`config.mk`:
```
export PLATFORM = sky130hd
export DESIGN_NAME = disp_arbiter
export DESIGN_NICKNAME = d
export VERILOG_FILES = /design/src/rtl/disp_pkg.sv /design/src/rtl/disp_arbiter_rr_pick.sv /design/src/rtl/disp_arbiter.sv
export SDC_FILE = /design/constraint.sdc
export NUM_CORES = 1
export LEC_CHECK = 0
export BUFFER_PORTS_ARGS = -buffer_cell sky130_fd_sc_hd__buf_2
export CORE_MARGIN = 4
export CORE_UTILIZATION = 49
export CTS_BUF_LIST = sky130_fd_sc_hd__clkbuf_4 sky130_fd_sc_hd__clkbuf_8
export DETAILED_ROUTE_END_ITERATION = 6
export GPL_ROUTABILITY_DRIVEN = 0
export PLACE_DENSITY = 0.79
export SETUP_SLACK_MARGIN = 0.1
export SLEW_MARGIN = 20
export SYNTH_ARGS = -nofsm -noshare
export SYNTH_HDL_FRONTEND = slang
export SYNTH_SLANG_ARGS = --single-unit
```
`constraint.sdc`:
```
create_clock -name clk -period 2.7 [get_ports clk]
set_input_delay 0.27 -clock clk [delete_from_list [all_inputs] [get_ports clk]]
set_output_delay 0.27 -clock clk [all_outputs]
set_load 0.02 [all_outputs]
```
`src/rtl/disp_pkg.sv`:
```
// rtl/disp_pkg.sv - shared types and constants for the display arbiter
//
// Contents:
//   disp_state_e      : arbiter FSM states (IDLE, HOLD, OPEN)
//   DIGIT_W           : bits per hex digit
//   DISP_W            : width of the 4-digit display word
//   DEFAULT_IDLE_DATA : value shown while nobody owns the display

package disp_pkg;

    typedef enum logic [1:0] {
        IDLE = 2'd0,    // nobody owns the display
        HOLD = 2'd1,    // owner is inside its minimum hold window
        OPEN = 2'd2     // hold window served; owner keeps it until someone else asks
    } disp_state_e;

    localparam int DIGIT_W = 4;
    localparam int DISP_W  = 4 * DIGIT_W;

    localparam logic [DISP_W-1:0] DEFAULT_IDLE_DATA = 16'h0000;

endpackage

```
`src/rtl/disp_arbiter_rr_pick.sv`:
```
// rtl/disp_arbiter_rr_pick.sv - combinational round-robin requester picker
//
// Ports:
//   req      in  N_REQ   request mask
//   rr_ptr   in  IDX_W   index where the search starts (must be < N_REQ)
//   excl_en  in  1       when high, excl_idx is never picked
//   excl_idx in  IDX_W   index to skip (normally the current owner)
//   pick     out IDX_W   first eligible requester at or after rr_ptr, wrapping
//   found    out 1       high when pick is valid

module disp_arbiter_rr_pick #(
    parameter int N_REQ = 4,
    parameter int IDX_W = $clog2(N_REQ)
) (
    input  logic [N_REQ-1:0] req,
    input  logic [IDX_W-1:0] rr_ptr,
    input  logic             excl_en,
    input  logic [IDX_W-1:0] excl_idx,
    output logic [IDX_W-1:0] pick,
    output logic             found
);

    int               pos;
    logic [IDX_W-1:0] idx;

    // Walk the ring starting at rr_ptr; the first eligible hit wins. The
    // wrap is done with a subtract instead of a modulo so non-power-of-two
    // requester counts still wrap correctly.
    always_comb begin
        pick  = '0;
        found = 1'b0;
        pos   = 0;
        idx   = '0;
        for (int i = 0; i < N_REQ; i++) begin
            pos = int'(rr_ptr) + i;
            if (pos >= N_REQ) begin
                pos = pos - N_REQ;
            end
            idx = IDX_W'(pos);
            if (!found && req[idx] && !(excl_en && (idx == excl_idx))) begin
                found = 1'b1;
                pick  = idx;
            end
        end
    end

endmodule

```
`src/rtl/disp_arbiter.sv`:
```
// rtl/disp_arbiter.sv - round-robin owner arbiter for the shared 4-digit hex display
//
// Shares one 16-bit display word between N_REQ requesters. Each owner keeps
// the display for at least HOLD_CYCLES clocks so the value stays readable,
// then the display rotates to the next waiting requester.
//
// Optional build macro: DISP_ARB_PRIO_EN
//   defined   : requester 0 is urgent; it wins in IDLE and preempts any other
//               owner at the next edge.
//   undefined : requester 0 is an ordinary round-robin participant.
//
// Ports:
//   clk        in  1            system clock
//   rst        in  1            asynchronous reset, active-high
//   req        in  N_REQ        per-requester level request
//   req_data   in  N_REQ*16     packed data, requester k at [k*16 +: 16]
//   gnt        out N_REQ        registered one-hot grant, zero when idle
//   owner      out clog2(N_REQ) current owner index, valid while busy
//   busy       out 1            high while someone owns the display
//   disp_data  out 16           registered display word

module disp_arbiter
    import disp_pkg::*;
#(
    parameter int                N_REQ       = 4,
    parameter int                HOLD_CYCLES = 50000000,
    parameter logic [DISP_W-1:0] IDLE_DATA   = DEFAULT_IDLE_DATA
) (
    input  logic                      clk,
    input  logic                      rst,
    input  logic [N_REQ-1:0]          req,
    input  logic [N_REQ*DISP_W-1:0]   req_data,
    output logic [N_REQ-1:0]          gnt,
    output logic [$clog2(N_REQ)-1:0]  owner,
    output logic                      busy,
    output logic [DISP_W-1:0]         disp_data
);

    localparam int               IDX_W     = $clog2(N_REQ);
    localparam int               CNT_W     = $clog2(HOLD_CYCLES + 1);
    localparam logic [CNT_W-1:0] HOLD_LAST = CNT_W'(HOLD_CYCLES - 1);
    localparam logic [IDX_W-1:0] LAST_IDX  = IDX_W'(N_REQ - 1);

    disp_state_e        state_q,     state_d;
    logic [N_REQ-1:0]   gnt_q,       gnt_d;
    logic [IDX_W-1:0]   owner_q,     owner_d;
    logic               busy_q,      busy_d;
    logic [DISP_W-1:0]  disp_data_q, disp_data_d;
    logic [IDX_W-1:0]   rr_ptr_q,    rr_ptr_d;
    logic [CNT_W-1:0]   hold_cnt_q,  hold_cnt_d;

    logic [IDX_W-1:0]   pick;
    logic               found;
    logic               owner_req;
    logic [DISP_W-1:0]  owner_data;
    logic               do_grant;
    logic               do_idle;
    logic [IDX_W-1:0]   new_idx;

    // While someone owns the display the search skips the owner, so "found"
    // means "another requester is waiting".
    disp_arbiter_rr_pick #(
        .N_REQ (N_REQ),
        .IDX_W (IDX_W)
    ) u_rr_pick (
        .req      (req),
        .rr_ptr   (rr_ptr_q),
        .excl_en  (state_q != IDLE),
        .excl_idx (owner_q),
        .pick     (pick),
        .found    (found)
    );

    assign owner_req = req[owner_q];

    // Constant-index mux avoids a variable-width part-select on req_data.
    always_comb begin
        owner_data = req_data[DISP_W-1:0];
        for (int k = 0; k < N_REQ; k++) begin
            if (owner_q == IDX_W'(k)) begin
                owner_data = req_data[k*DISP_W +: DISP_W];
            end
        end
    end

    always_comb begin
        state_d     = state_q;
        gnt_d       = gnt_q;
        owner_d     = owner_q;
        busy_d      = busy_q;
        rr_ptr_d    = rr_ptr_q;
        hold_cnt_d  = hold_cnt_q;
        disp_data_d = busy_q ? owner_data : IDLE_DATA;
        do_grant    = 1'b0;
        do_idle     = 1'b0;
        new_idx     = pick;

        case (state_q)
            IDLE: begin
                do_grant = found;
            end
            HOLD: begin
                // A dropped request ends ownership even inside the hold
                // window; a waiting requester takes over with no idle gap.
                if (!owner_req) begin
                    do_grant = found;
                    do_idle  = !found;
                end else if (hold_cnt_q == HOLD_LAST) begin
                    state_d = OPEN;
                end else begin
                    hold_cnt_d = hold_cnt_q + CNT_W'(1);
                end
            end
            OPEN: begin
                // hold_cnt stays saturated here; only a grant clears it.
                if (!owner_req) begin
                    do_grant = found;
                    do_idle  = !found;
                end else begin
                    do_grant = found;
                end
            end
            default: begin
                do_idle = 1'b1;
            end
        endcase

`ifdef DISP_ARB_PRIO_EN
        // Urgent requester 0 overrides both the round-robin pick and any
        // running hold window of another owner.
        if (req[0] && ((state_q == IDLE) || (owner_q != '0))) begin
            do_grant = 1'b1;
            do_idle  = 1'b0;
            new_idx  = '0;
        end
`endif

        if (do_grant) begin
            state_d    = HOLD;
            hold_cnt_d = '0;
            owner_d    = new_idx;
            gnt_d      = N_REQ'(1) << new_idx;
            busy_d     = 1'b1;
            rr_ptr_d   = (new_idx == LAST_IDX) ? '0 : new_idx + IDX_W'(1);
        end else if (do_idle) begin
            state_d    = IDLE;
            hold_cnt_d = '0;
            gnt_d      = '0;
            busy_d     = 1'b0;
        end
    end

    always_ff @(posedge clk or posedge rst) begin
        if (rst) begin
            state_q     <= IDLE;
            gnt_q       <= '0;
            owner_q     <= '0;
            busy_q      <= 1'b0;
            disp_data_q <= IDLE_DATA;
            rr_ptr_q    <= '0;
            hold_cnt_q  <= '0;
        end else begin
            state_q     <= state_d;
            gnt_q       <= gnt_d;
            owner_q     <= owner_d;
            busy_q      <= busy_d;
            disp_data_q <= disp_data_d;
            rr_ptr_q    <= rr_ptr_d;
            hold_cnt_q  <= hold_cnt_d;
        end
    end

    assign gnt       = gnt_q;
    assign owner     = owner_q;
    assign busy      = busy_q;
    assign disp_data = disp_data_q;

endmodule

```
==> impl_metrics.ini, run 1 <==
[global_route]
antenna_violations_before_repair = 0
grt_first_pass_wirelength_um = 13500
grt_use_total = 0.2027
met2_usage = 0.3553
number_of_global_route_vias_before_repair = 2927
use_met1 = 0.2452
grt.met3_usage = 0.05008
maximum_number_of_pins_on_one_net_before_global_route_repair = 34
globalRouteOverflowTotal = 0
grt_busiest_layer = met2

[timing]
drv_slew = 0
final_hold_viol_count = 0
timing.final.setup_violations = 0
worst_clock_skew_ps = 14.41
fin_crit_ps = 2646
post-route-period-util = 0.9801
slew-limit-headroom = 0.4179
top_achievable_clock_speed_ghz = 0.3779
grt_setup_unrepaired = true
worstMarginPinSlew_ps = 861.8

[worst_setup_path]
start_kind = flip-flop
worst-path-max-fanout = 14
setup.worst_path.class = flip-flop to flip-flop
critical_path_buf_inv_count = 3
cp_cell_sequence = inv_2 -> ha_4 -> or3b_4 -> a32o_2 -> buf_4 -> or2_1 -> o32ai_1 -> or2_1 -> buf_4 -> nor2_1
crit_path_end_kind = flip-flop
worst_path_largest_cell_delay_ps = 400
critical-path-top-delay-family = simple AND/OR/NAND/NOR gates
arrival_ps = 2840
slowest_stage = sky130_fd_sc_hd__or3b_4
cp.required_ps = 2890

[placement]
dpl_cells = 478
io_buffers = 92
place_hpwl_um = 6145

[yosys]
yosys_warnings = 0
netlist_instances = 310
syn_avg_cell_area_um2 = 10.59
synthFlopType = sky130_fd_sc_hd__dfrtp_1
async_flop_share = 1.000
synth_nets = 389
ys_types = 56
synth_area_um2 = 3284
ys_seq_elements = 53
synth_edf_count = 0
portion_of_the_post_synthesis_area_used_by_sequential_elements = 0.4038

[die]
die_height_um = 89.87
placement_rows = 29
design.portCount = 93
die_area_um2 = 8077
die_width_um = 89.87
initial_utilization = 0.5114
design.core.area_um2 = 6422

[outcome]
run_status = completed

[finish]
antennaDiodeCount = 0
number_of_filler_cells_placed_in_the_layout = 504
area_delta_synth_final_pct = 24.57
finish.net_count = 494
layout.area.seq_um2 = 1329
multiInputGateArea_um2 = 1873
final_layout_size_suffix_gt1_frac = 0.3880
finalNonFillerCells = 492
utilization = 0.6371

[cts]
clock_sink_count = 53
cts.root.buffer_cell = sky130_fd_sc_hd__clkbuf_8
clk_latency_ps = 310
numCtsBuffers = 5
clock_path_buffers = 2
cts-htree-levels = 2
tritoncts = yes
clk_transition_reported_paths_ps = 90

[pwr]
power.ir.vdd_worst_mv = 0.7947
power_per_unit_of_standard_cell_area_nw_per_um2 = 1025
cellLeakagePower_nw = 1.923
fin_total_pwr_mw = 4.193

[flow_run]
number_of_maximum_capacitance_violations = 0

[drt]
viasPerCell = 5.705
antenna_left = 0
drt-total-wl_um = 8169
wl_per_cell_um = 16.60
drc = 0
drt_first_iter_violations = 146
dr_total_vias = 2807
drt_pre_antenna_iters = 4

[hold_path]
worst_hold_path_type = input port to flip-flop
-- per-stage QoR --
step	setup TNS [ps]	area, um2	setup WS (ps)	hold slack, ps
3_5_place_dp	0	3877	27.71	292.5
5_1_grt	-2199	4091	-99.31	396.2
6_report	0	4091	53.74	391.8
4_1_cts	0	4008	118.2	383.6
2_1_floorplan	0	3284	120.1	497.8
3_3_place_gp	0	3877	139.2	289.0
-- cell families (layout without fill, tap and decap cells) --
kind of cell | after synthesis | in the layout | share of synthesized area
simple gates | 130 | 130 | 0.2183
xor+xnor | 26 | 26 | 0.06933
mux | 25 | 25 | 0.1417
flops | 53 | 53 | 0.4038
compound gates | 40 | 40 | 0.09067
fa+ha+maj | 9 | 9 | 0.03429
buf+inv | 27 | 132 | 0.04190
-- cell usage in the layout, fill, tap and decap left out, drive strengths merged, types with 3 or more instances in the layout --
master  netlist  routed
o22ai         4       4
nor3          3       3
dfrtp        53      53
ha            9       9
mux4         17      17
xnor2         5       5
o21ai         3       3
nand4        13      13
a21oi         8       8
o21a          3       3
nor2         36      36
a22o          4       4
inv           9       9
and4          5       5
and3          8       8
nand3        10      10
buf          11     115
and2         19      19
xor2         21      21
clkbuf        7       5
nand2        14      14
nand2b        4       4
a31o          3       3
mux2i         6       6
-- synthesized netlist by cell type (all sizes together) (3+ instances only) --
master,instances,area share
nand2b,4,0.0076
a31o,3,0.0080
xnor2,5,0.013
mux2i,6,0.018
clkbuf,7,0.0084
nor3,3,0.0046
and3,8,0.017
buf,11,0.023
and4,5,0.013
o22ai,4,0.0076
nand4,13,0.025
and2,19,0.036
dfrtp,53,0.40
nand2,14,0.016
o21ai,3,0.0046
a22o,4,0.011
a21oi,8,0.012
mux4,17,0.12
o21a,3,0.0069
nor2,36,0.041
ha,9,0.034
nand3,10,0.015
inv,9,0.010
xor2,21,0.056
-- registers in the layout, indices dropped and copies added (netlist names) --
signal,count
rr_ptr_q,2
disp_data,16
state_q,2
busy,1
gnt,4
hold_cnt_q,26
owner,2
-- power by group --
group          leakage (nW)  internal (mW)  switching [mW]  total, mW
Clock                0.0540          0.270           0.248      0.517
Sequential            0.689          0.996           0.173       1.17
Combinational          1.18           1.20            1.31       2.51
-- cell type report --
cell class,instances,area share
Sequential cell,53,0.3248
Clock inverter,2,0.008563
Timing Repair Buffer,116,0.1602
Clock buffer,5,0.01682
Multi-Input combinational cell,230,0.4578
Inverter,9,0.008257
Tap cell,77,0.02355
-- layer usage --
metal,up-vias,part of all wire
met1,1357,0.41
met2,101,0.50
met4,0,0.025
li1,1332,-
met3,17,0.063
met5,-,0
-- what timing repair did --
item	4_1_cts	5_1_grt
setup buffers	1	5
gates resized for setup	5	11
hold buffers	1	0
setup endpoints to repair	5	35
pin swaps	0	4
endpoints found under the hold margin	20	0
-- final timing paths --
check                              from             end  slack (ps)  depth (start not counted)
hold reg to reg                  gnt[0]          gnt[0]         520                          1
hold / removal             req_data[13]   disp_data[13]         390                          3
setup / recovery             state_q[1]  hold_cnt_q[21]          50                         10
setup reg to reg             state_q[1]  hold_cnt_q[21]          50                         10
max in group asynchronous           rst   hold_cnt_q[1]        1430                          4
min in group asynchronous           rst        owner[0]         500                          3
-- worst reg2reg max path, stage by stage, from the launching register on --
cell	delay (ps)
sky130_fd_sc_hd__dfrtp_1	380
sky130_fd_sc_hd__inv_2	70
sky130_fd_sc_hd__ha_4	160
sky130_fd_sc_hd__or3b_4	400
sky130_fd_sc_hd__a32o_2	250
sky130_fd_sc_hd__buf_4	150
sky130_fd_sc_hd__or2_1	260
sky130_fd_sc_hd__o32ai_1	380
sky130_fd_sc_hd__or2_1	190
sky130_fd_sc_hd__buf_4	210
sky130_fd_sc_hd__nor2_1	70
No activity file was read; power rests on OpenSTA's default activity.
==> inputs of run 2 (changes only) <==
Settings changed: GPL_TIMING_DRIVEN from default to 0, RECOVER_POWER from default to 50.
==> run 2 against run 1 <==
Cell count increased by 0.61%. Sequential cell count stayed put. Worst setup slack better by 71 ps. Core utilization is 0.27 points higher. Combinational power grew 4%. Critical path type unchanged. Largest cell class unchanged. Highest routed layer unchanged.
==> impl_metrics.ini, run 2 (synthesis gave the netlist of run 1 again) <==
[outcome]
run_status = completed

[finish]
antennaDiodeCount = 0
largest_register_ff_count = 26
finish.net_count = 496
multiInputGateArea_um2 = 1907
mostFrequentLayoutCell = sky130_fd_sc_hd__buf_2
layout.area.seq_um2 = 1326
number_of_filler_cells_placed_in_the_layout = 509
regMostFlops = hold_cnt_q
utilization = 0.6398
mostFrequentLayoutCells = sky130_fd_sc_hd__buf_2 (88), sky130_fd_sc_hd__dfrtp_1 (53), sky130_fd_sc_hd__nor2_1 (36)
area_delta_synth_final_pct = 25.10
final_layout_size_suffix_gt1_frac = 0.3612
finalNonFillerCells = 495

[timing]
post-route-period-util = 0.9536
fin_crit_ps = 2575
worst_clock_skew_ps = 12.03
timing.final.setup_violations = 0
slew-limit-headroom = 0.3902
final_hold_viol_count = 0
grt_setup_unrepaired = true
top_achievable_clock_speed_ghz = 0.3884
drv_slew = 0
tns_ps = 0
worstMarginPinSlew_ps = 902.8

[worst_setup_path]
critical_path_buf_inv_count = 4
critical-path-top-delay-family = compound AO/OA/AOI/OAI gates
worst-path-max-fanout = 10
arrival_ps = 2790
reg2reg_slack_ps = 130
critical_path.reg2reg.endpoint = rr_ptr_q[0]
worst_path_largest_cell_delay_ps = 380
crit_cells = 12
crit_path_end_kind = flip-flop
cp.required_ps = 2910
worstRegToRegCells = 12
setup.worst_path.class = flip-flop to flip-flop
slowest_stage = sky130_fd_sc_hd__dfrtp_1
start_kind = flip-flop
timing.rr.start = state_q[0]
cp_cell_sequence = inv_2 -> ha_4 -> buf_2 -> o31ai_2 -> o22ai_2 -> mux2_4 -> or3_1 -> and3_4 -> inv_4 -> ha_4 -> inv_2 -> a31o_2

[die]
design.portCount = 93
die_height_um = 89.87
placement_rows = 29
design.core.area_um2 = 6422
die_area_um2 = 8077
initial_utilization = 0.5114
die_width_um = 89.87

[global_route]
globalRouteOverflowTotal = 0
use_met1 = 0.2432
number_of_global_route_vias_before_repair = 2940
met2_usage = 0.3409
antenna_violations_before_repair = 0
grt_busiest_layer = met2
grt.met3_usage = 0.06093
maximum_number_of_pins_on_one_net_before_global_route_repair = 37
grt_first_pass_wirelength_um = 13400
grt_use_total = 0.2008

[cts]
cts.root.buffer_cell = sky130_fd_sc_hd__clkbuf_8
clock_path_buffers = 2
clk_transition_reported_paths_ps = 100
numCtsBuffers = 5
tritoncts = yes
cts-htree-levels = 2
clk_latency_ps = 320
clock_sink_count = 53

[drt]
viasPerCell = 5.844
wl_per_cell_um = 16.60
dr_total_vias = 2893
drt-total-wl_um = 8217
drt_pre_antenna_iters = 5
drt_first_iter_violations = 183
antenna_left = 0
drc = 0

[placement]
dpl_cells = 479
io_buffers = 91
place_hpwl_um = 6057

[pwr]
cellLeakagePower_nw = 1.899
power.ir.vdd_worst_mv = 0.8675
fin_total_pwr_mw = 4.244
power_per_unit_of_standard_cell_area_nw_per_um2 = 1033

[hold_path]
hold_path_end = disp_data[8]
worst_hold_path_type = input port to flip-flop
holdPathStages = 3
worst_hold_startpoint = req_data[56]

[flow_run]
number_of_maximum_capacitance_violations = 0
## run 2: cell types whose count changed in the layout (fill, tap and decap cells not counted), sizes merged
cell / previous run / this run
clkbuf: 5 / 23
buf: 115 / 99
clkinvlp: 0 / 1
## run 2: final cells by class
| cell class | count | area share |
|---|---|---|
| Tap cell | 77 | 0.02345 |
| Clock inverter | 3 | 0.01127 |
| Timing Repair Buffer | 100 | 0.1239 |
| Inverter | 9 | 0.008831 |
| Sequential cell | 53 | 0.3228 |
| Buffer | 18 | 0.02893 |
| Multi-Input combinational cell | 230 | 0.4641 |
| Clock buffer | 5 | 0.01675 |
## run 2: what timing repair did
item	in CTS	in global routing
hold endpoints to repair	17	0
pin swaps	1	2
hold buffers	1	0
setup endpoints to repair	30	37
gates resized for setup	7	23
setup buffers	4	3
## run 2: through the flow
| stage | setup slack [ps] | instance area (um2) | hold WS (ps) |
|---|---|---|---|
| 6_report | 125.2 | 4109 | 365.9 |
| 2_1_floorplan | 120.1 | 3284 | 497.8 |
| 5_1_grt | 24.99 | 4109 | 366.8 |
| 3_5_place_dp | -168.6 | 3856 | 280.8 |
| 4_1_cts | 101.8 | 4021 | 357.6 |
| 3_3_place_gp | -134.5 | 3836 | 485.6 |
## run 2: power by group
group          internal, mW  switching, mW
logic                  1.17           1.44
registers             0.994         0.0915
clock network         0.278          0.269
## run 2: routing by layer
layer,vias to the layer above,routed length (um)
li1,1338,-
met1,1390,3185
met2,143,4155
met3,22,663
met4,0,213
met5,-,0
## run 2: how the worst max path moves through the flow
| stage | slack [ps] | end | from |
|---|---|---|---|
| 4_1_cts | 100 | rr_ptr_q[0] | state_q[1] |
| 6_report | 130 | rr_ptr_q[0] | state_q[0] |
| 3_5_place_dp | -170 | gnt[1] | state_q[0] |
| 2_1_floorplan | 120 | rr_ptr_q[0] | owner[0] |
| 5_1_grt | 20 | rr_ptr_q[0] | state_q[1] |
| 3_3_place_gp | -130 | gnt[1] | state_q[0] |
## run 2: worst min-delay path, stage by stage
cell and delay, ps:
sky130_fd_sc_hd__buf_2 70, sky130_fd_sc_hd__mux4_2 200, sky130_fd_sc_hd__and2_1 110
==> inputs of run 3 (changes only) <==
Settings changed: CORE_MARGIN 4 to default.
==> run 3 against run 2 <==
The flow now finishes with violations (design-rule violations). Worst hold slack improved by 17 ps. Combinational power increased by 2%. Via count increased by 0.17%.
==> impl_metrics.ini, run 3 (synthesis gave the netlist of run 1 again) <==
[outcome]
run_status = finished with violations
failed_checks = design-rule violations

[finish]
final_layout_size_suffix_gt1_frac = 0.3452
regMostFlops = hold_cnt_q
finalNonFillerCells = 497
layout.area.seq_um2 = 1326
number_of_filler_cells_placed_in_the_layout = 491
largest_register_ff_count = 26
mostFrequentLayoutCell = sky130_fd_sc_hd__buf_2
area_delta_synth_final_pct = 26.17
finish.net_count = 498
postLayoutCellArea_um2 = 4144
mostFrequentLayoutCells = sky130_fd_sc_hd__buf_2 (76), sky130_fd_sc_hd__dfrtp_1 (53), sky130_fd_sc_hd__nor2_1 (35)
antennaDiodeCount = 0
multiInputGateArea_um2 = 1941

[timing]
top_achievable_clock_speed_ghz = 0.3901
worstMarginPinSlew_ps = 874.2
fin_crit_ps = 2563
timing.final.setup_violations = 0
worst_clock_skew_ps = 8.920
grt_setup_unrepaired = true
post-route-period-util = 0.9494
slew-limit-headroom = 0.4095
final_hold_viol_count = 0
drv_slew = 0

[cts]
cts-htree-levels = 2
clk_transition_reported_paths_ps = 90
clock_sink_count = 53
numCtsBuffers = 5
tritoncts = yes
clock_path_buffers = 2
cts.root.buffer_cell = sky130_fd_sc_hd__clkbuf_8
clk_latency_ps = 310

[global_route]
antenna_violations_before_repair = 0
grt_use_total = 0.2309
number_of_global_route_vias_before_repair = 2855
globalRouteOverflowTotal = 0
maximum_number_of_pins_on_one_net_before_global_route_repair = 35
grt_first_pass_wirelength_um = 12990

[drt]
wl_per_cell_um = 15.66
drc = 4
drt_first_iter_violations = 157
drt-total-wl_um = 7783
viasPerCell = 5.831
dr_total_vias = 2898
antenna_left = 0
drt_pre_antenna_iters = 7

[placement]
dpl-instance-area_um2 = 3856
dpl_cells = 479
io_buffers = 91
place_hpwl_um = 5715

[die]
design.portCount = 93
die_height_um = 83.87
placement_rows = 29
initial_utilization = 0.5114
die_area_um2 = 7034
die_width_um = 83.87
design.core.area_um2 = 6422

[pwr]
psw_mw = 1.806
power_frac_seq = 0.254
power.switching_fraction = 0.4205
cellLeakagePower_nw = 1.878
power_frac_clock = 0.130
internal_portion_of_total_power_mw = 2.489
power_per_unit_of_standard_cell_area_nw_per_um2 = 1036
power.ir.vdd_worst_mv = 0.7888
power_frac_comb = 0.616

[worst_setup_path]
start_kind = flip-flop
cp.required_ps = 2910
worst-path-max-fanout = 9
crit_path_end_kind = flip-flop
setup.worst_path.class = flip-flop to flip-flop
arrival_ps = 2770

[flow_run]
number_of_maximum_capacitance_violations = 0

[hold_path]
worst_hold_path_type = input port to flip-flop
[run 3: changes by cell type in the layout (fill, tap and decap cells not counted), sizes merged]
cell,previous run,this run
clkbuf,23,34
buf,99,91
clkinv,1,0
[run 3: layout make-up]
| type | count | area share |
|---|---|---|
| multi-input combinational | 230 | 0.4683 |
| clock buffer | 6 | 0.01993 |
| tap | 77 | 0.02325 |
| inverter | 9 | 0.008756 |
| clock inverter | 2 | 0.009058 |
| timing repair buffer | 102 | 0.1235 |
| buffer | 18 | 0.02717 |
| sequential | 53 | 0.3200 |
[run 3: power by group through the flow]
| stage | Combinational, mW | Sequential (mW) | Clock [mW] |
|---|---|---|---|
| global route | 2.89 | 1.11 | 0.604 |
| detailed placement | 2.31 | 1.10 | 0 |
| CTS | 2.42 | 1.08 | 0.575 |
| finish | 2.65 | 1.09 | 0.559 |
| floorplan | 1.56 | 1.30 | 0 |
| global placement | 2.27 | 1.10 | 0 |
[run 3: timing repair]
item | 4_1_cts | 5_1_grt
setup endpoints to repair | 37 | 27
gates resized for setup | 10 | 26
hold buffers | 1 | 0
setup buffers | 4 | 5
endpoints found under the hold margin | 19 | 0
pin swaps | 1 | 7
[run 3: per-layer routing]
| layer | part of all wire | global-route usage |
|---|---|---|
| met2 | 0.50 | 0.3897 |
| met3 | 0.077 | 0.05539 |
| met1 | 0.41 | 0.2974 |
| met5 | 0 | 0 |
| met4 | 0.015 | 0.06426 |
[run 3: critical path: stages (launching register included)]
cell	delay, ps
sky130_fd_sc_hd__dfrtp_1	400
sky130_fd_sc_hd__buf_4	180
sky130_fd_sc_hd__or3b_4	410
sky130_fd_sc_hd__a32o_2	240
sky130_fd_sc_hd__mux2_4	260
sky130_fd_sc_hd__or3_4	380
sky130_fd_sc_hd__and3_4	180
sky130_fd_sc_hd__inv_4	60
sky130_fd_sc_hd__ha_4	130
sky130_fd_sc_hd__inv_1	40
sky130_fd_sc_hd__a31o_2	180
[run 3: per-stage QoR]
stage	total power, mW	TNS (ps)	worst slack [ps]	util	hold WS (ps)
2_1_floorplan	2.860	0	120.1	-	497.8
3_3_place_gp	3.366	-223.9	-90.89	0.5973	492.2
3_5_place_dp	3.416	-1510	-151.4	0.6004	306.9
4_1_cts	4.079	0	104.9	0.6295	370.0
5_1_grt	4.603	0	73.57	0.6452	394.1
6_report	4.295	0	136.6	0.6452	382.9
[run 3: final timing paths]
path / from / endpoint / slack (ps) / depth (start not counted)
max: owner[0] / rr_ptr_q[0] / 140 / 10
min: req_data[33] / disp_data[1] / 380 / 3
max reg2reg: owner[0] / rr_ptr_q[0] / 140 / 10
min reg2reg: gnt[1] / gnt[1] / 510 / 1
max in group asynchronous: rst / disp_data[0] / 810 / 4
min in group asynchronous: rst / disp_data[8] / 650 / 3
